## config.mk

```make
export PLATFORM = sky130hd
export DESIGN_NAME = bypass_queue_flat
export DESIGN_NICKNAME = d
export VERILOG_FILES = /design/src/rtl/stream_pkg.sv /design/src/rtl/bypass_queue_if.sv /design/src/rtl/bypass_queue_mem.sv /design/src/rtl/bypass_queue.sv /design/src/flat_wrapper.sv
export SDC_FILE = /design/constraint.sdc
export NUM_CORES = 1
export LEC_CHECK = 0
export BUFFER_PORTS_ARGS = -buffer_cell sky130_fd_sc_hd__buf_2
export CORE_MARGIN = 2
export CORE_UTILIZATION = 50
export CTS_BUF_LIST = sky130_fd_sc_hd__clkbuf_4
export CTS_CLUSTER_SIZE = 8
export DETAILED_ROUTE_END_ITERATION = 8
export PLACE_DENSITY = 0.76
export SKIP_LAST_GASP = 1
export SYNTH_ARGS = -nofsm -noshare
export SYNTH_HDL_FRONTEND = slang
export SYNTH_SLANG_ARGS = --single-unit
```

## constraint.sdc

```tcl
create_clock -name clk -period 3.4 [get_ports clk]
set_clock_uncertainty 0.05 [all_clocks]
set_input_delay 0.51 -clock clk [delete_from_list [all_inputs] [get_ports clk]]
set_output_delay 0.51 -clock clk [all_outputs]
set_load 0.02 [all_outputs]
```

## src/rtl/stream_pkg.sv

```systemverilog
`default_nettype none
// ============================================================================
//  Module      : stream_pkg
//  Description : Shared helpers for valid/ready stream blocks. Provides the
//                pointer-width function for wrap-bit ring buffers and the
//                depth legality test used by elaboration checks.
//  Revision    : 1.0  initial release
// ============================================================================
package stream_pkg;

    // Ring-buffer pointer width: address bits plus one wrap bit.
    function automatic int ptr_wd(input int depth);
        return $clog2(depth) + 1;
    endfunction

    // A wrap-bit ring buffer needs a power-of-two depth of at least two.
    function automatic bit depth_legal(input int depth);
        return (depth >= 2) && ((depth & (depth - 1)) == 0);
    endfunction

endpackage : stream_pkg
`default_nettype wire

```

## src/rtl/bypass_queue_if.sv

```systemverilog
`default_nettype none
// ============================================================================
//  Module      : bypass_queue_if
//  Description : Pre-stage / post-stage valid/ready handshake bundle.
//                slave  : the queue side (accepts pre, produces post)
//                master : the environment side (drives pre, consumes post)
//  Ports       : valid_pre_i, data_pre_i, ready_pre_o   pre-stage handshake
//                valid_post_o, data_post_o, ready_post_i post-stage handshake
//  Revision    : 1.0  initial release
// ============================================================================
interface bypass_queue_if #(
    parameter int DATA_WD = 32
);
    logic               valid_pre_i;
    logic [DATA_WD-1:0] data_pre_i;
    logic               ready_pre_o;
    logic               valid_post_o;
    logic [DATA_WD-1:0] data_post_o;
    logic               ready_post_i;

    modport slave (
        input  valid_pre_i,
        input  data_pre_i,
        input  ready_post_i,
        output ready_pre_o,
        output valid_post_o,
        output data_post_o
    );

    modport master (
        output valid_pre_i,
        output data_pre_i,
        output ready_post_i,
        input  ready_pre_o,
        input  valid_post_o,
        input  data_post_o
    );
endinterface : bypass_queue_if
`default_nettype wire

```

## src/rtl/bypass_queue_mem.sv

```systemverilog
`default_nettype none
// ============================================================================
//  Module      : bypass_queue_mem
//  Description : DATA_WD x DEPTH register array for bypass_queue. One
//                synchronous write port, one asynchronous read port. The data
//                array carries no reset.
//  Ports       : clk        clock
//                i_wr_en    write strobe
//                i_wr_addr  write address
//                i_wr_data  write data
//                i_rd_addr  read address
//                o_rd_data  read data (combinational from i_rd_addr)
//  Revision    : 1.0  initial release
// ============================================================================
module bypass_queue_mem
    import stream_pkg::*;
#(
    parameter int DATA_WD = 32,
    parameter int DEPTH   = 4
) (
    input  wire logic                          clk,
    input  wire logic                          i_wr_en,
    input  wire logic [ptr_wd(DEPTH)-2:0]      i_wr_addr,
    input  wire logic [DATA_WD-1:0]            i_wr_data,
    input  wire logic [ptr_wd(DEPTH)-2:0]      i_rd_addr,
    output logic      [DATA_WD-1:0]            o_rd_data
);

    logic [DATA_WD-1:0] r_mem [DEPTH];

    always_ff @(posedge clk) begin
        if (i_wr_en) begin
            r_mem[i_wr_addr] <= i_wr_data;
        end
    end

    assign o_rd_data = r_mem[i_rd_addr];

endmodule : bypass_queue_mem
`default_nettype wire

```

## src/rtl/bypass_queue.sv

```systemverilog
`default_nettype none
// ============================================================================
//  Module      : bypass_queue
//  Description : DEPTH-entry bypass FIFO for valid/ready pipelines. When the
//                ring buffer is empty and BYPASS=1, pre-stage data is forwarded
//                to the post-stage in the same cycle. ready_pre_o depends only
//                on registered state, flush_i and rst, never on ready_post_i.
//  Ports       : clk      clock, rising edge
//                rst      asynchronous active-high reset
//                flush_i  synchronous clear of all stored entries
//                stream   pre/post handshake bundle (slave modport)
//                count_o  entries held in storage (bypassed beats excluded)
//  Revision    : 1.0  initial release
// ============================================================================
module bypass_queue
    import stream_pkg::*;
#(
    parameter int DATA_WD = 32,
    parameter int DEPTH   = 4,
    parameter int BYPASS  = 1,
    parameter int CNT_WD  = $clog2(DEPTH + 1)
) (
    input  wire logic              clk,
    input  wire logic              rst,
    input  wire logic              flush_i,
    bypass_queue_if.slave          stream,
    output logic      [CNT_WD-1:0] count_o
);

    localparam int c_ptr_wd  = ptr_wd(DEPTH);
    localparam int c_addr_wd = c_ptr_wd - 1;

    // Elaboration-time guard against illegal depths or an overridden CNT_WD.
    generate
        if (!depth_legal(DEPTH)) begin : g_bad_depth
            $error("bypass_queue: DEPTH must be a power of two and >= 2");
        end
        if (CNT_WD != c_ptr_wd) begin : g_bad_cnt_wd
            $error("bypass_queue: CNT_WD is derived and must not be overridden");
        end
    endgenerate

    logic [c_ptr_wd-1:0] r_wr_ptr;
    logic [c_ptr_wd-1:0] r_rd_ptr;
    logic [c_ptr_wd-1:0] w_occupancy;
    logic [DATA_WD-1:0]  w_rd_data;
    logic                w_empty;
    logic                w_full;
    logic                w_bypass;
    logic                w_ready_pre;
    logic                w_valid_post;
    logic                w_enq;
    logic                w_deq;
    logic                w_wr_en;
    logic                w_rd_en;

    assign w_empty = (r_wr_ptr == r_rd_ptr);
    assign w_full  = (r_wr_ptr[c_addr_wd-1:0] == r_rd_ptr[c_addr_wd-1:0]) &&
                     (r_wr_ptr[c_addr_wd] != r_rd_ptr[c_addr_wd]);

    // Bypass is only ever taken from an empty queue, so it cannot overtake
    // stored beats.
    assign w_bypass = (BYPASS != 0) && w_empty;

    assign w_ready_pre  = !w_full && !flush_i && !rst;
    assign w_valid_post = !flush_i && !rst &&
                          (w_bypass ? stream.valid_pre_i : !w_empty);

    assign w_enq = stream.valid_pre_i && w_ready_pre;
    assign w_deq = w_valid_post && stream.ready_post_i;

    // A bypassed beat that the post-stage takes immediately never touches
    // storage; any other accepted beat is written.
    assign w_wr_en = w_enq && !(w_bypass && stream.ready_post_i);
    // In bypass the post-stage reads the pre-stage, not storage.
    assign w_rd_en = w_deq && !w_bypass;

    always_ff @(posedge clk or posedge rst) begin
        if (rst) begin
            r_wr_ptr <= '0;
            r_rd_ptr <= '0;
        end else if (flush_i) begin
            r_wr_ptr <= '0;
            r_rd_ptr <= '0;
        end else begin
            if (w_wr_en) begin
                r_wr_ptr <= r_wr_ptr + 1'b1;
            end
            if (w_rd_en) begin
                r_rd_ptr <= r_rd_ptr + 1'b1;
            end
        end
    end

    bypass_queue_mem #(
        .DATA_WD (DATA_WD),
        .DEPTH   (DEPTH)
    ) u_mem (
        .clk       (clk),
        .i_wr_en   (w_wr_en),
        .i_wr_addr (r_wr_ptr[c_addr_wd-1:0]),
        .i_wr_data (stream.data_pre_i),
        .i_rd_addr (r_rd_ptr[c_addr_wd-1:0]),
        .o_rd_data (w_rd_data)
    );

    // Wrap-bit pointers make the modular difference the exact occupancy,
    // 0..DEPTH inclusive.
    assign w_occupancy = r_wr_ptr - r_rd_ptr;
    assign count_o     = CNT_WD'(w_occupancy);

    assign stream.ready_pre_o  = w_ready_pre;
    assign stream.valid_post_o = w_valid_post;
    assign stream.data_post_o  = w_bypass ? stream.data_pre_i : w_rd_data;

endmodule : bypass_queue
`default_nettype wire

```

## src/flat_wrapper.sv

```systemverilog
// flat-port wrapper written by rule: the top's interface ports become plain ports
module bypass_queue_flat import stream_pkg::*;
#(
    parameter int DATA_WD = 32,
    parameter int DEPTH   = 4,
    parameter int BYPASS  = 1,
    parameter int CNT_WD  = $clog2(DEPTH + 1)
)
  (clk, rst, flush_i, count_o, stream_valid_pre_i, stream_data_pre_i, stream_ready_post_i, stream_ready_pre_o, stream_valid_post_o, stream_data_post_o);
  bypass_queue_if #(.DATA_WD(DATA_WD)) stream_i ();
  input  wire logic clk;
  input  wire logic rst;
  input  wire logic flush_i;
  output logic      [CNT_WD-1:0] count_o;
  input wire logic [$bits(stream_i.valid_pre_i)-1:0] stream_valid_pre_i;
  input wire logic [$bits(stream_i.data_pre_i)-1:0] stream_data_pre_i;
  input wire logic [$bits(stream_i.ready_post_i)-1:0] stream_ready_post_i;
  output wire logic [$bits(stream_i.ready_pre_o)-1:0] stream_ready_pre_o;
  output wire logic [$bits(stream_i.valid_post_o)-1:0] stream_valid_post_o;
  output wire logic [$bits(stream_i.data_post_o)-1:0] stream_data_post_o;
  assign stream_i.valid_pre_i = stream_valid_pre_i;
  assign stream_i.data_pre_i = stream_data_pre_i;
  assign stream_i.ready_post_i = stream_ready_post_i;
  assign stream_ready_pre_o = stream_i.ready_pre_o;
  assign stream_valid_post_o = stream_i.valid_post_o;
  assign stream_data_post_o = stream_i.data_post_o;
  bypass_queue #(.DATA_WD(DATA_WD), .DEPTH(DEPTH), .BYPASS(BYPASS), .CNT_WD(CNT_WD)) u_core (.clk(clk), .rst(rst), .flush_i(flush_i), .stream(stream_i), .count_o(count_o));
endmodule
```

# == Word level (Yosys, flattened, before mapping) ==
# Memories as Yosys holds them, arrays and structs flattened.
# Cells that the tools add are included.
# totals
ff_bits,6
n_memories,1
mem_bits_rw,128
# classes
addsub,3
reduce_logical,17
n_eq_ne,3
n_mux,8
# mem_list
memory,words,width,rd,rd_ports_with_merged_regs,write_ports,line_no,source
u_core.u_mem.r_mem,4,32,1,0,1,bypass_queue_mem.sv:29,logic [DATA_WD-1:0] r_mem [DEPTH];
# ops
cell,count
$mux W32,1
$mux W3,4
$logic_and A1 B1 Y1,10
$add A3 B1 Y3 const B,2
$logic_not A1 Y1,5
$reduce_bool A2 Y1,2
$eq A3 B3 Y1,1
$mux W1,3
$sub A3 B3 Y3,1
$eq A2 B2 Y1,1
$ne A1 B1 Y1,1

# == Depth between registers and ports, before layout ==
# logic_depth
depth_word,9
ltp_mapped,8
depth_no_buf,6

# == By module ==
# A second synthesis with hierarchy kept.
# hier_totals
hier_cells,255
hier_area_um2,5649.2
# modules_own_cells
mod,n_inst,cells_each,area_each_um2,seq_area_each_um2
bypass_queue_mem,1,171,4689.5,3843.7
bypass_queue,1,84,959.7,150.1

# == Worst setup path before layout ==
# Ideal clock, no wire load.
# synth_timing
path_type,reg-to-reg
start,register u_core.r_rd_ptr[1]
end,memory u_core.u_mem.r_mem[3][0] (enable)
arrival_time_ns,2.879
path_stages_with_launch,8
setup_ns,0.421
setup_slack_ns,0.050
synth_period_minus_slack_ns,3.350
t_required_ns,2.929
path_cell_list,dfrtp_1 -> buf_2 -> buf_1 -> inv_1 -> ha_1 -> nand2_1 -> a21oi_1 -> nor2_1
# synth_between
elab_chain_len,9
# synth_lines
item,line_no,source
"start, declared",bypass_queue.sv:44,logic [c_ptr_wd-1:0] r_rd_ptr;
"start signal, assigned",bypass_queue.sv:90,r_rd_ptr <= r_rd_ptr + 1'b1;
$eq A2 B2 Y1,bypass_queue.sv:58,assign w_full = (r_wr_ptr[c_addr_wd-1:0] == r_rd_ptr[c_addr_wd-1:0]) &&
$logic_and A1 B1 Y1,bypass_queue.sv:58,
$logic_not A1 Y1,bypass_queue.sv:65,assign w_ready_pre = !w_full && !flush_i && !rst;
$logic_and A1 B1 Y1 (2 in series),bypass_queue.sv:65,
$logic_and A1 B1 Y1,bypass_queue.sv:69,assign w_enq = stream.valid_pre_i && w_ready_pre;
$logic_and A1 B1 Y1 *,bypass_queue.sv:74,assign w_wr_en = w_enq && !(w_bypass && stream.ready_post_i);
$mux W1 *,bypass_queue_mem.sv:32,if (i_wr_en) begin
$mux W1 (implied by the code) *,bypass_queue_mem.sv:33,r_mem[i_wr_addr] <= i_wr_data;
"end, declared",bypass_queue_mem.sv:29,
# Every way passes the cells marked *; elsewhere a longest branch is shown, timed or not.

# == Worst setup path after layout ==
# layout_timing
start,register u_core.r_wr_ptr[0]
end,output port stream_data_post_o[31]
# layout_between
elab_chain_len,2
# layout_lines
item,line_no,source
"start, declared",bypass_queue.sv:43,logic [c_ptr_wd-1:0] r_wr_ptr;
"start signal, assigned",bypass_queue.sv:87,r_wr_ptr <= r_wr_ptr + 1'b1;
$eq A3 B3 Y1,bypass_queue.sv:57,assign w_empty = (r_wr_ptr == r_rd_ptr);
$mux W32,bypass_queue.sv:114,assign stream.data_post_o = w_bypass ? stream.data_pre_i : w_rd_data;
"end, declared",flat_wrapper.sv:20,output wire logic [$bits(stream_i.data_post_o)-1:0] stream_data_post_o;
# Every way passes these cells.

==> results.toml <==
[synthesis]
synth.cell_area_sq_mm = 0.00565
synth_cell_types = 31
syn_inst = 260
yosys_warnings = 0
ys_top_cells_by_area = "edfxtp_1 68%, mux4_2 13%, mux2_4 8.0%, dfrtp_1 2.7%, ha_1 1.5%"
yosysTopAreaCell = "edfxtp_1"
netlist.area_leader.share = 0.680
synth_seq_cells = 134
synth_fp_nets = 305
synth_seq_area_share = 0.707
postSynthAreaPerCell_sq_um = 21.7

[drt]
vias = 2769
dr.pass1.iters = 4
drt-wirelength-per-cell_um = 19.7
remaining_drc_errors = 0
drt_iter0_markers = 148
drt_wl_total_um = 9880
vias_per_cell = 5.52
drtAntennaViolNets = 0

[place]
place.port_buffers = 73
postPlaceCellArea_sq_mm = 0.00621
dpl.hpwl_um = 5990
gp_congestion = 0.719

[cells_and_area]
syn_to_final_growth_pct = 14.8
multi_input_area_sq_mm = 0.00155
seqCellArea_sq_mm = 0.00400
antenna_cells = 0
final_nets = 394
drive_above_1_share = 0.508
fill_cells = 844
final_area_sq_mm = 0.00649

[timing]
max_freq_mhz = 330
tightest_slew_ns = 0.681
finalSetupViolations = 0
slew_violations = 0
min_period_over_period = 0.892
finalHoldViolations = 0
rsz0062_at_grt = "false"
final.setup.tns_ns = 0
relSlewSlack = 0.546
layout_min_cycle_time_ns = 3.03

[setup_path]
cp-start-kind = "flop"
end_kind = "output port"
required_ns = 2.84
arrival_ns = 2.47
path_max_fanout = 32
critical_path_class = "flop to output port"

[floorplan]
die_x_um = 110
pin_count = 74
dieHeight_um = 110
die-area_sq_mm = 0.0122
rows = 38
initial_core_util = 0.517
core_sq_mm = 0.0109

[min_path]
hp-class = "input port to flop"

[cts]
cts_sinks = 134
clkLatencyLatePin_ns = 0.48
cts_tree = "done"
clock_path_buffers = 2
cts_buffers = 17
post_cts_buffers = 0
clk_pin_slew_ns = 0.11
htree_num_levels = 4
cts-root-buf = "clkbuf_4"

[global_route]
grt_pass1_vias = 2976
grt_antenna_before_repair = 0
grt_pass1_wl_um = 15300
track_usage = 0.177
overflow = 0
grt_max_degree = 36

[power]
power.density_mw_per_mm2 = 470
leakage_nw = 2.37
power_w = 0.00305
ir_worst_vdd_v = 0.000305

[status]
status = "finished clean"

[flow_run]
cap_violations = 0
state kept, by name, indices dropped and copies added, names as in the netlist:
register	count
u_core.u_mem.r_mem	128
u_core.r_rd_ptr	3
u_core.r_wr_ptr	3
per-stage QoR:
step / worst slack [ns] / utilization / cells / hold WS, ns
after global placement: 0.850 / 0.568 / 469 / 0.424
after detailed placement: 0.848 / 0.568 / 469 / 0.442
final: 0.366 / 0.593 / 502 / 0.193
after global routing: 0.185 / 0.593 / 502 / 0.139
after floorplan: 0.0502 / - / 260 / 0.251
after CTS: 0.258 / 0.593 / 502 / 0.130
cells in the mapped netlist, drive strengths merged:
master	n
a21o	1
a21oi	4
and3	3
buf	10
clkbuf	2
dfrtp	6
edfxtp	128
fa	1
ha	7
inv	7
mux2	32
mux2i	1
mux4	32
nand2	3
nand3	2
nor2	6
nor2b	1
nor3b	1
o211ai	1
o21a	1
o21ai	4
o31a	1
or3	1
xnor2	2
xor2	3
layout by cell type (no fill, tap or decap), types with 4 or more instances in the layout:
cell,count
mux2_4,30
o21ai_0,4
mux4_2,32
inv_1,7
ha_1,7
buf_4,5
nor2_1,4
dfrtp_1,4
edfxtp_1,128
buf_2,73
a21oi_1,4
clkbuf_4,18
power breakdown:
group / internal (W) / total (W) / switching, W / leakage [nW]
Sequential: 0.00182 / 0.00182 / 0.00000292 / 1.23
Clock: 0.000437 / 0.000983 / 0.000546 / 0.141
Combinational: 0.000113 / 0.000249 / 0.000135 / 0.993
Total: 0.00237 / 0.00305 / 0.000684 / 2.37
logic make-up (layout without fill, tap and decap cells):
kind of cell,after synthesis,after routing,share of synthesized area
buffers and inverters,19,121,0.0224
adders and majority gates,8,8,0.0190
DFF,134,134,0.707
AOI/OAI and AO/OA,12,12,0.0126
xor gates and xnor gates,5,5,0.0104
and+or+nand+nor,17,17,0.0159
muxes,65,65,0.213
final timing paths:
path	start	end	slack [ns]	depth (start not counted)
worst max-delay path	u_core.r_wr_ptr[0]	stream_data_post_o[31]	0.37	7
worst min-delay path	stream_data_pre_i[26]	u_core.u_mem.r_mem[2][26]	0.19	1
worst max register to register	u_core.r_wr_ptr[0]	u_core.u_mem.r_mem[2][3]	1.03	6
worst min register to register	u_core.r_wr_ptr[0]	u_core.r_wr_ptr[0]	0.55	2
max in group asynchronous	rst	u_core.r_rd_ptr[1]	2.59	3
min in group asynchronous	rst	u_core.r_rd_ptr[2]	0.47	3
area by class of cell:
| type | instances | area share |
|---|---|---|
| multi-input cells | 107 | 0.239 |
| flip-flops and latches | 134 | 0.616 |
| inverters | 7 | 0.00405 |
| clock buffers | 18 | 0.0208 |
| well taps | 140 | 0.0270 |
| repair buffers | 82 | 0.0729 |
| clock inverters | 14 | 0.0208 |
timing repair:
item                      CTS  global route
gates resized for setup     0             0
hold endpoints to repair    6             0
hold buffers                1             0
layer usage:
metal,share of wire,GRT usage,routed length [um],vias to the layer above
met2,0.53,0.298,5210,89
met5,0,0,0,-
met3,0.051,0.0517,502,2
met4,0.0029,0.0607,29,0
met1,0.42,0.220,4130,1435
li1,-,-,-,1243
critical path, cell delays in order, from the launching register on:
cell,delay [ns]
dfrtp_1,0.41
inv_1,0.11
ha_1,0.30
nand2_1,0.17
nor2_4,0.17
buf_12,0.27
mux2_2,0.38
buf_2,0.16
Power figures use the tool's default switching activity.
